## config.mk

```make
export PLATFORM = sky130hd
export DESIGN_NAME = cla_seq_adder_ctrl_flat
export DESIGN_NICKNAME = d
export VERILOG_FILES = /design/src/rtl/cla_seq_adder_ctrl_pkg.sv /design/src/rtl/cla_seq_adder_ctrl_if.sv /design/src/rtl/cla_seq_adder_ctrl_slice.sv /design/src/rtl/cla_seq_adder_ctrl.sv /design/src/flat_wrapper.sv
export SDC_FILE = /design/constraint.sdc
export NUM_CORES = 1
export LEC_CHECK = 0
export BUFFER_PORTS_ARGS = -buffer_cell sky130_fd_sc_hd__buf_2
export CAP_MARGIN = 30
export CELL_PAD_IN_SITES_DETAIL_PLACEMENT = 0
export CELL_PAD_IN_SITES_GLOBAL_PLACEMENT = 1
export CORE_MARGIN = 1.5
export CORE_UTILIZATION = 41
export DETAILED_ROUTE_END_ITERATION = 16
export PLACE_DENSITY_LB_ADDON = 0.08
export SETUP_SLACK_MARGIN = 0.5
export SLEW_MARGIN = 20
export SYNTH_ARGS = -nofsm -noshare
export SYNTH_HDL_FRONTEND = slang
export SYNTH_SLANG_ARGS = --single-unit
```

## constraint.sdc

```tcl
create_clock -name clk -period 3.8 [get_ports clk]
set_clock_uncertainty 0.15 [all_clocks]
set_input_delay 0.19 -clock clk [delete_from_list [all_inputs] [get_ports clk]]
set_output_delay 0.19 -clock clk [all_outputs]
set_load 0.1 [all_outputs]
```

## src/rtl/cla_seq_adder_ctrl_pkg.sv

```systemverilog
// Shared types and defaults for the sequential CLA adder controller.
package cla_pkg;

    typedef enum logic [1:0] {IDLE, RUN, DONE} cla_seq_state_t;

    localparam int CLA_SLICE_DEFAULT = 8;

endpackage

```

## src/rtl/cla_seq_adder_ctrl_if.sv

```systemverilog
// Operand/result handshake bundle for cla_seq_adder_ctrl.
// The overflow signal exists only when CLA_SEQ_OVF_EN is defined.
interface cla_seq_adder_ctrl_if #(parameter int WIDTH = 32);

    logic             in_valid;
    logic             in_ready;
    logic [WIDTH-1:0] a;
    logic [WIDTH-1:0] b;
    logic             op_sub;
    logic             carry_in;
    logic             out_valid;
    logic             out_ready;
    logic [WIDTH-1:0] sum;
    logic             carry_out;
    logic             busy;
`ifdef CLA_SEQ_OVF_EN
    logic             overflow;

    modport master (
        output in_valid, a, b, op_sub, carry_in, out_ready,
        input  in_ready, out_valid, sum, carry_out, busy, overflow
    );
    modport slave (
        input  in_valid, a, b, op_sub, carry_in, out_ready,
        output in_ready, out_valid, sum, carry_out, busy, overflow
    );
`else
    modport master (
        output in_valid, a, b, op_sub, carry_in, out_ready,
        input  in_ready, out_valid, sum, carry_out, busy
    );
    modport slave (
        input  in_valid, a, b, op_sub, carry_in, out_ready,
        output in_ready, out_valid, sum, carry_out, busy
    );
`endif

endinterface

```

## src/rtl/cla_seq_adder_ctrl_slice.sv

```systemverilog
// Combinational SLICE-bit carry-lookahead adder slice (gate-level generate/propagate).
module cla_slice_add #(
    parameter int SLICE = 8
) (
    input  logic [SLICE-1:0] a,
    input  logic [SLICE-1:0] b,
    input  logic             cin,
    output logic [SLICE-1:0] s,
    output logic             cout
);

    logic [SLICE-1:0] g;
    logic [SLICE-1:0] p;
    logic [SLICE:0]   c;

    assign g    = a & b;
    assign p    = a ^ b;
    assign c[0] = cin;

    // c[i+1] = g[i] | p[i]g[i-1] | ... | p[i..0]cin, fully flattened per bit
    for (genvar i = 0; i < SLICE; i++) begin : g_carry
        logic [i+1:0] terms;
        for (genvar j = 0; j <= i; j++) begin : g_term
            if (j == i) begin : g_last
                assign terms[j] = g[j];
            end else begin : g_chain
                assign terms[j] = g[j] & (&p[i:j+1]);
            end
        end
        assign terms[i+1] = cin & (&p[i:0]);
        assign c[i+1]     = |terms;
    end

    assign s    = p ^ c[SLICE-1:0];
    assign cout = c[SLICE];

endmodule

```

## src/rtl/cla_seq_adder_ctrl.sv

```systemverilog
// Sequences one CLA slice over a WIDTH-bit add/sub, LS slice first, one slice per cycle.
// Optional signed-overflow output enabled by defining CLA_SEQ_OVF_EN.
module cla_seq_adder_ctrl
    import cla_pkg::*;
#(
    parameter int WIDTH = 32,
    parameter int SLICE = CLA_SLICE_DEFAULT
) (
    input  logic                 clk,
    input  logic                 rst,
    cla_seq_adder_ctrl_if.slave  bus
);

    localparam int NS   = WIDTH / SLICE;
    localparam int IDXW = (NS > 1) ? $clog2(NS) : 1;

    if ((WIDTH % SLICE) != 0 || NS < 2) begin : g_param_chk
        $error("cla_seq_adder_ctrl: WIDTH (%0d) must be a multiple of SLICE (%0d) with at least 2 slices",
               WIDTH, SLICE);
    end

    cla_seq_state_t   state;
    cla_seq_state_t   state_nxt;
    logic [IDXW-1:0]  idx;
    logic             carry_r;
    logic [WIDTH-1:0] a_r;
    logic [WIDTH-1:0] b_r;
    logic [WIDTH-1:0] sum_r;
    logic             cout_r;
    logic [SLICE-1:0] sl_a;
    logic [SLICE-1:0] sl_b;
    logic [SLICE-1:0] sl_s;
    logic             sl_cout;
    logic             accept;
    logic             last;

    assign bus.in_ready  = (state == IDLE) && !rst;
    assign bus.out_valid = (state == DONE);
    assign bus.busy      = (state != IDLE);
    assign bus.sum       = sum_r;
    assign bus.carry_out = cout_r;

    assign accept = bus.in_valid && bus.in_ready;
    assign last   = (idx == IDXW'(NS - 1));
    assign sl_a   = a_r[idx*SLICE +: SLICE];
    assign sl_b   = b_r[idx*SLICE +: SLICE];

    cla_slice_add #(.SLICE(SLICE)) u_slice (
        .a    (sl_a),
        .b    (sl_b),
        .cin  (carry_r),
        .s    (sl_s),
        .cout (sl_cout)
    );

    always_ff @(posedge clk) begin
        if (rst) state <= IDLE;
        else     state <= state_nxt;
    end

    always_comb begin
        state_nxt = state;
        case (state)
            IDLE:    if (accept)        state_nxt = RUN;
            RUN:     if (last)          state_nxt = DONE;
            DONE:    if (bus.out_ready) state_nxt = IDLE;
            default:                    state_nxt = IDLE;
        endcase
    end

    // B is stored post-inversion so RUN is the same datapath for add and sub
    always_ff @(posedge clk) begin
        if (rst) begin
            idx     <= '0;
            carry_r <= 1'b0;
            a_r     <= '0;
            b_r     <= '0;
            sum_r   <= '0;
            cout_r  <= 1'b0;
        end else begin
            case (state)
                IDLE: if (accept) begin
                    a_r     <= bus.a;
                    b_r     <= bus.op_sub ? ~bus.b : bus.b;
                    carry_r <= bus.op_sub ? 1'b1 : bus.carry_in;
                    idx     <= '0;
                end
                RUN: begin
                    sum_r[idx*SLICE +: SLICE] <= sl_s;
                    carry_r <= sl_cout;
                    idx     <= last ? '0 : idx + 1'b1;
                    if (last) cout_r <= sl_cout;
                end
                default: ;
            endcase
        end
    end

`ifdef CLA_SEQ_OVF_EN
    logic ovf_r;

    // Top slice result bit is the final sum MSB on the last RUN cycle
    always_ff @(posedge clk) begin
        if (rst) begin
            ovf_r <= 1'b0;
        end else if (state == RUN && last) begin
            ovf_r <= (a_r[WIDTH-1] == b_r[WIDTH-1]) && (sl_s[SLICE-1] != a_r[WIDTH-1]);
        end
    end

    assign bus.overflow = ovf_r;
`endif

endmodule
```

## src/flat_wrapper.sv

```systemverilog
// flat-port wrapper written by rule: the top's interface ports become plain ports
module cla_seq_adder_ctrl_flat import cla_pkg::*;
#(
    parameter int WIDTH = 32,
    parameter int SLICE = CLA_SLICE_DEFAULT
)
  (clk, rst, bus_in_valid, bus_a, bus_b, bus_op_sub, bus_carry_in, bus_out_ready, bus_in_ready, bus_out_valid, bus_sum, bus_carry_out, bus_busy);
  cla_seq_adder_ctrl_if #(.WIDTH(WIDTH)) bus_i ();
  input  logic clk;
  input  logic rst;
  input wire logic [$bits(bus_i.in_valid)-1:0] bus_in_valid;
  input wire logic [$bits(bus_i.a)-1:0] bus_a;
  input wire logic [$bits(bus_i.b)-1:0] bus_b;
  input wire logic [$bits(bus_i.op_sub)-1:0] bus_op_sub;
  input wire logic [$bits(bus_i.carry_in)-1:0] bus_carry_in;
  input wire logic [$bits(bus_i.out_ready)-1:0] bus_out_ready;
  output wire logic [$bits(bus_i.in_ready)-1:0] bus_in_ready;
  output wire logic [$bits(bus_i.out_valid)-1:0] bus_out_valid;
  output wire logic [$bits(bus_i.sum)-1:0] bus_sum;
  output wire logic [$bits(bus_i.carry_out)-1:0] bus_carry_out;
  output wire logic [$bits(bus_i.busy)-1:0] bus_busy;
  assign bus_i.in_valid = bus_in_valid;
  assign bus_i.a = bus_a;
  assign bus_i.b = bus_b;
  assign bus_i.op_sub = bus_op_sub;
  assign bus_i.carry_in = bus_carry_in;
  assign bus_i.out_ready = bus_out_ready;
  assign bus_in_ready = bus_i.in_ready;
  assign bus_out_valid = bus_i.out_valid;
  assign bus_sum = bus_i.sum;
  assign bus_carry_out = bus_i.carry_out;
  assign bus_busy = bus_i.busy;
  cla_seq_adder_ctrl #(.WIDTH(WIDTH), .SLICE(SLICE)) u_core (.clk(clk), .rst(rst), .bus(bus_i));
endmodule
```

==> flow_metrics.py <==
metrics = {
    "run_status": {
        "status": "complete, but fails checks",
        "violations": "negative hold slack",
    },
    "sta": {
        "setup_viol": 0,
        "tns_ps": 0,
        "slew_viol_final": 0,
        "fin_ws_ps": 728,
        "relSlewSlack_pct": 41.3,
        "post-route-min-period_ps": 3070,
        "hold_slack_ps": -1.85,
        "rsz0062_at_grt": "no",
        "worstMarginPinSlew_ps": 880,
        "fmax_mhz": 325,
        "finalHoldViolCount": 1,
        "fin_crit_sh_pct": 80.8,
    },
    "setup_path": {
        "crit_buf_inv": 1,
        "worst-path-max-fanout": 13,
        "rrSetupSlack_ps": 730,
        "max_stage_delay_ps": 570,
        "required_ps": 3840,
        "worst-r2r-cell-count": 8,
        "worstPathArrival_ps": 3110,
        "cp-start-kind": "register",
        "critPathKind": "reg -> reg",
        "critPathCaptureType": "register",
        "worstPathCellList": "buf_4, mux4_2, ha_1, or2_2, a211oi_1, o21ai_0, xnor2_2, o22ai_1",
        "worst_path_max_delay_cell": "dfxtp_2",
        "reg2reg_to": "u_core.bus.sum[23]",
        "crit_family": "compound AO/OA/AOI/OAI gates",
        "worstReg2RegStart": "u_core.idx[0]",
    },
    "logic_synthesis": {
        "yosys_warnings": 0,
        "synth-simple-area-share_pct": 23.7,
        "syn_area_per_cell_um2": 9.59,
        "synth_xor_area_share_pct": 7.09,
        "synth_fa_ha_area_share_pct": 4.06,
        "ys_seq_elements": 102,
        "synth_compound_gate_area_share_pct": 11.3,
        "netlist_area_mm2": 0.00480,
        "synth_top_family_by_area": "simple AND/OR/NAND/NOR gates",
        "synth.net_count": 586,
        "synthMuxAreaShare_pct": 7.71,
        "seq_area_frac_synth_pct": 42.5,
        "synthCells": 501,
        "synth_cell_types": 44,
    },
    "routing": {
        "drt-pass1-iter-count": 4,
        "vias": 4087,
        "post-route-drc-count": 0,
        "vias_per_cell": 5.17,
        "wl_per_cell_um": 15.1,
        "wl_mm": 12.0,
        "ant_nets": 0,
        "drt_iter0_markers": 190,
    },
    "cts": {
        "cts_buffer_depth": 2,
        "clkLatencyLatePin_ps": 340,
        "clkTransAtPathRegs_ps": 70,
        "cts_buffers": 9,
        "clock_sinks": 102,
        "cts_setup_buffers": 0,
        "cts-root-buf": "clkbuf_16",
        "h-tree-depth": 3,
        "cts_tree": "done",
    },
    "die": {
        "num_rows": 39,
        "die-height_um": 111,
        "core_mm2": 0.0114,
        "initial_core_util_pct": 42.1,
        "dieWidth_um": 111,
        "die_area_mm2": 0.0124,
        "io_pins": 106,
    },
    "cells_and_area": {
        "drive_gt1_share_pct": 24.8,
        "layout.cells.non_filler": 791,
        "area_delta_synth_final_pct": 31.7,
        "fin_nets": 728,
        "n_antenna_cell": 0,
        "final_util_pct": 55.4,
        "stdcell_area_mm2": 0.00633,
    },
    "pwr": {
        "power_mw": 2.71,
        "power_density_mw_per_mm2": 429,
        "p_leak_nw": 2.69,
        "ir_drop_v": 0.000254,
    },
    "global_route": {
        "grt_pass1_vias": 3934,
        "grt_overflow": 0,
        "grtUsageTotal_pct": 19.7,
        "antenna_found_initial": 0,
        "grt_start_max_net_pins": 107,
        "grt_first_pass_wirelength_mm": 19.6,
    },
    "place": {
        "placed_cells": 721,
        "gp_congestion": 0.800,
        "pre_cts_ws_ps": 386,
        "hpwl_mm": 8.19,
        "numPortBuffers": 105,
        "placed_cell_area_mm2": 0.00543,
    },
    "min_path": {
        "min_path_type": "in -> reg",
        "min_from": "bus_b[26]",
        "hold_depth": 3,
        "holdPathEnd": "u_core.b_r[26]",
    },
    "job": {
        "cap_violations": 0,
    },
}
-- repair_timing --
action / CTS / global route
resized for setup: 1 / 2
setup endpoints to repair: 8 / 10
hold buffers: 54 / 0
endpoints found under the hold margin: 54 / 0
-- final cells by class --
| cell class | instances | area (um2) |
|---|---|---|
| Clock buffer | 9 | 225 |
| Clock inverter | 7 | 125 |
| Fill cell | 1084 | 5090 |
| Inverter | 9 | 33.8 |
| Multi-Input combinational cell | 355 | 2600 |
| Sequential cell | 102 | 2040 |
| Tap cell | 143 | 179 |
| Timing Repair Buffer | 166 | 1120 |
-- worst register-to-register path, stage by stage (launching register included) --
cell and delay (ps):
dfxtp_2 570, buf_4 260, mux4_2 530, ha_1 240
or2_2 280, a211oi_1 300, o21ai_0 230, xnor2_2 250
o22ai_1 120
-- registers in the layout, indices dropped and copies added (netlist names) --
name	count
u_core.bus.sum	32
u_core.carry_r	1
u_core.bus.carry_out	1
u_core.b_r	32
u_core.a_r	32
u_core.idx	2
u_core.state	2
-- cells in the mapped netlist, drive strengths merged --
library cell | number | share of area (%)
a41oi | 1 | 0.34
fa | 1 | 0.42
or3 | 1 | 0.13
a211oi | 1 | 0.16
a31oi | 2 | 0.26
xnor2 | 36 | 6.7
a31o | 2 | 0.36
a21o | 4 | 0.63
nor2 | 20 | 1.6
nor3 | 3 | 0.31
or4bb | 1 | 0.23
nand3b | 77 | 12
inv | 9 | 0.70
nand2 | 76 | 6.1
buf | 8 | 0.83
o31a | 1 | 0.18
xor2 | 2 | 0.36
nor4b | 2 | 0.99
and2 | 1 | 0.13
and3 | 2 | 0.26
nand2b | 4 | 0.52
nor4 | 1 | 0.44
mux4 | 16 | 7.5
ha | 14 | 3.6
o21a | 1 | 0.16
o22ai | 4 | 0.52
a22oi | 17 | 2.7
o21ai | 47 | 4.9
a311oi | 1 | 0.18
clkbuf | 27 | 2.1
nand3 | 3 | 0.31
a21oi | 7 | 0.73
nor2b | 1 | 0.13
mux2i | 1 | 0.21
dfxtp | 102 | 43
a211o | 1 | 0.18
and2b | 1 | 0.16
or2 | 3 | 0.39
-- worst max-delay path by stage --
| stage | to | cells after the start | from | slack [ps] |
|---|---|---|---|---|
| 6_report | u_core.bus.sum[23] | 8 | u_core.idx[0] | 730 |
| 5_1_grt | u_core.bus.sum[23] | 8 | u_core.idx[0] | 550 |
| 4_1_cts | u_core.bus.sum[23] | 8 | u_core.idx[1] | 590 |
| 3_5_place_dp | u_core.bus.sum[23] | 8 | u_core.idx[0] | 390 |
| 3_3_place_gp | u_core.bus.carry_out | 7 | u_core.idx[0] | 550 |
| 2_1_floorplan | u_core.bus.carry_out | 9 | u_core.idx[0] | 630 |
-- cells by family after synthesis --
kind of cell,count (synthesis)
compound gates,89
xor+xnor,38
fa+ha+maj,15
buf+inv,44
flops,102
mux,17
simple gates,196
-- routing by layer --
layer | part of all wire (%) | GRT usage [%]
met1 | 47 | 26.1
met2 | 48 | 32.6
met3 | 4.1 | 3.23
met4 | 1.7 | 6.58
met5 | 0 | 0
-- cells in the final DEF, fill, tap and decap left out, types with 2 or more instances in the layout --
| cell | instances |
|---|---|
| a21o_1 | 4 |
| a21oi_1 | 7 |
| a22oi_1 | 17 |
| a31oi_1 | 2 |
| and3_1 | 2 |
| buf_2 | 105 |
| buf_4 | 7 |
| bufinv_16 | 3 |
| clkbuf_16 | 9 |
| dfxtp_1 | 100 |
| dfxtp_2 | 2 |
| dlygate4sd3_1 | 54 |
| ha_1 | 14 |
| inv_1 | 9 |
| inv_6 | 3 |
| mux4_2 | 16 |
| nand2_1 | 72 |
| nand2_2 | 4 |
| nand2b_1 | 4 |
| nand3_1 | 3 |
| nand3b_1 | 77 |
| nor2_1 | 20 |
| nor3_1 | 2 |
| nor4b_4 | 2 |
| o21ai_0 | 47 |
| o22ai_1 | 4 |
| or2_2 | 3 |
| xnor2_1 | 34 |
| xnor2_2 | 2 |
| xor2_1 | 2 |
-- where the power goes --
group	switching [mW]	total, mW	leakage, nW	internal (mW)
registers	0.0464	1.18	0.834	1.13
logic	0.255	0.463	1.69	0.208
clock network	0.423	1.07	0.171	0.652
Power figures use the tool's default switching activity.
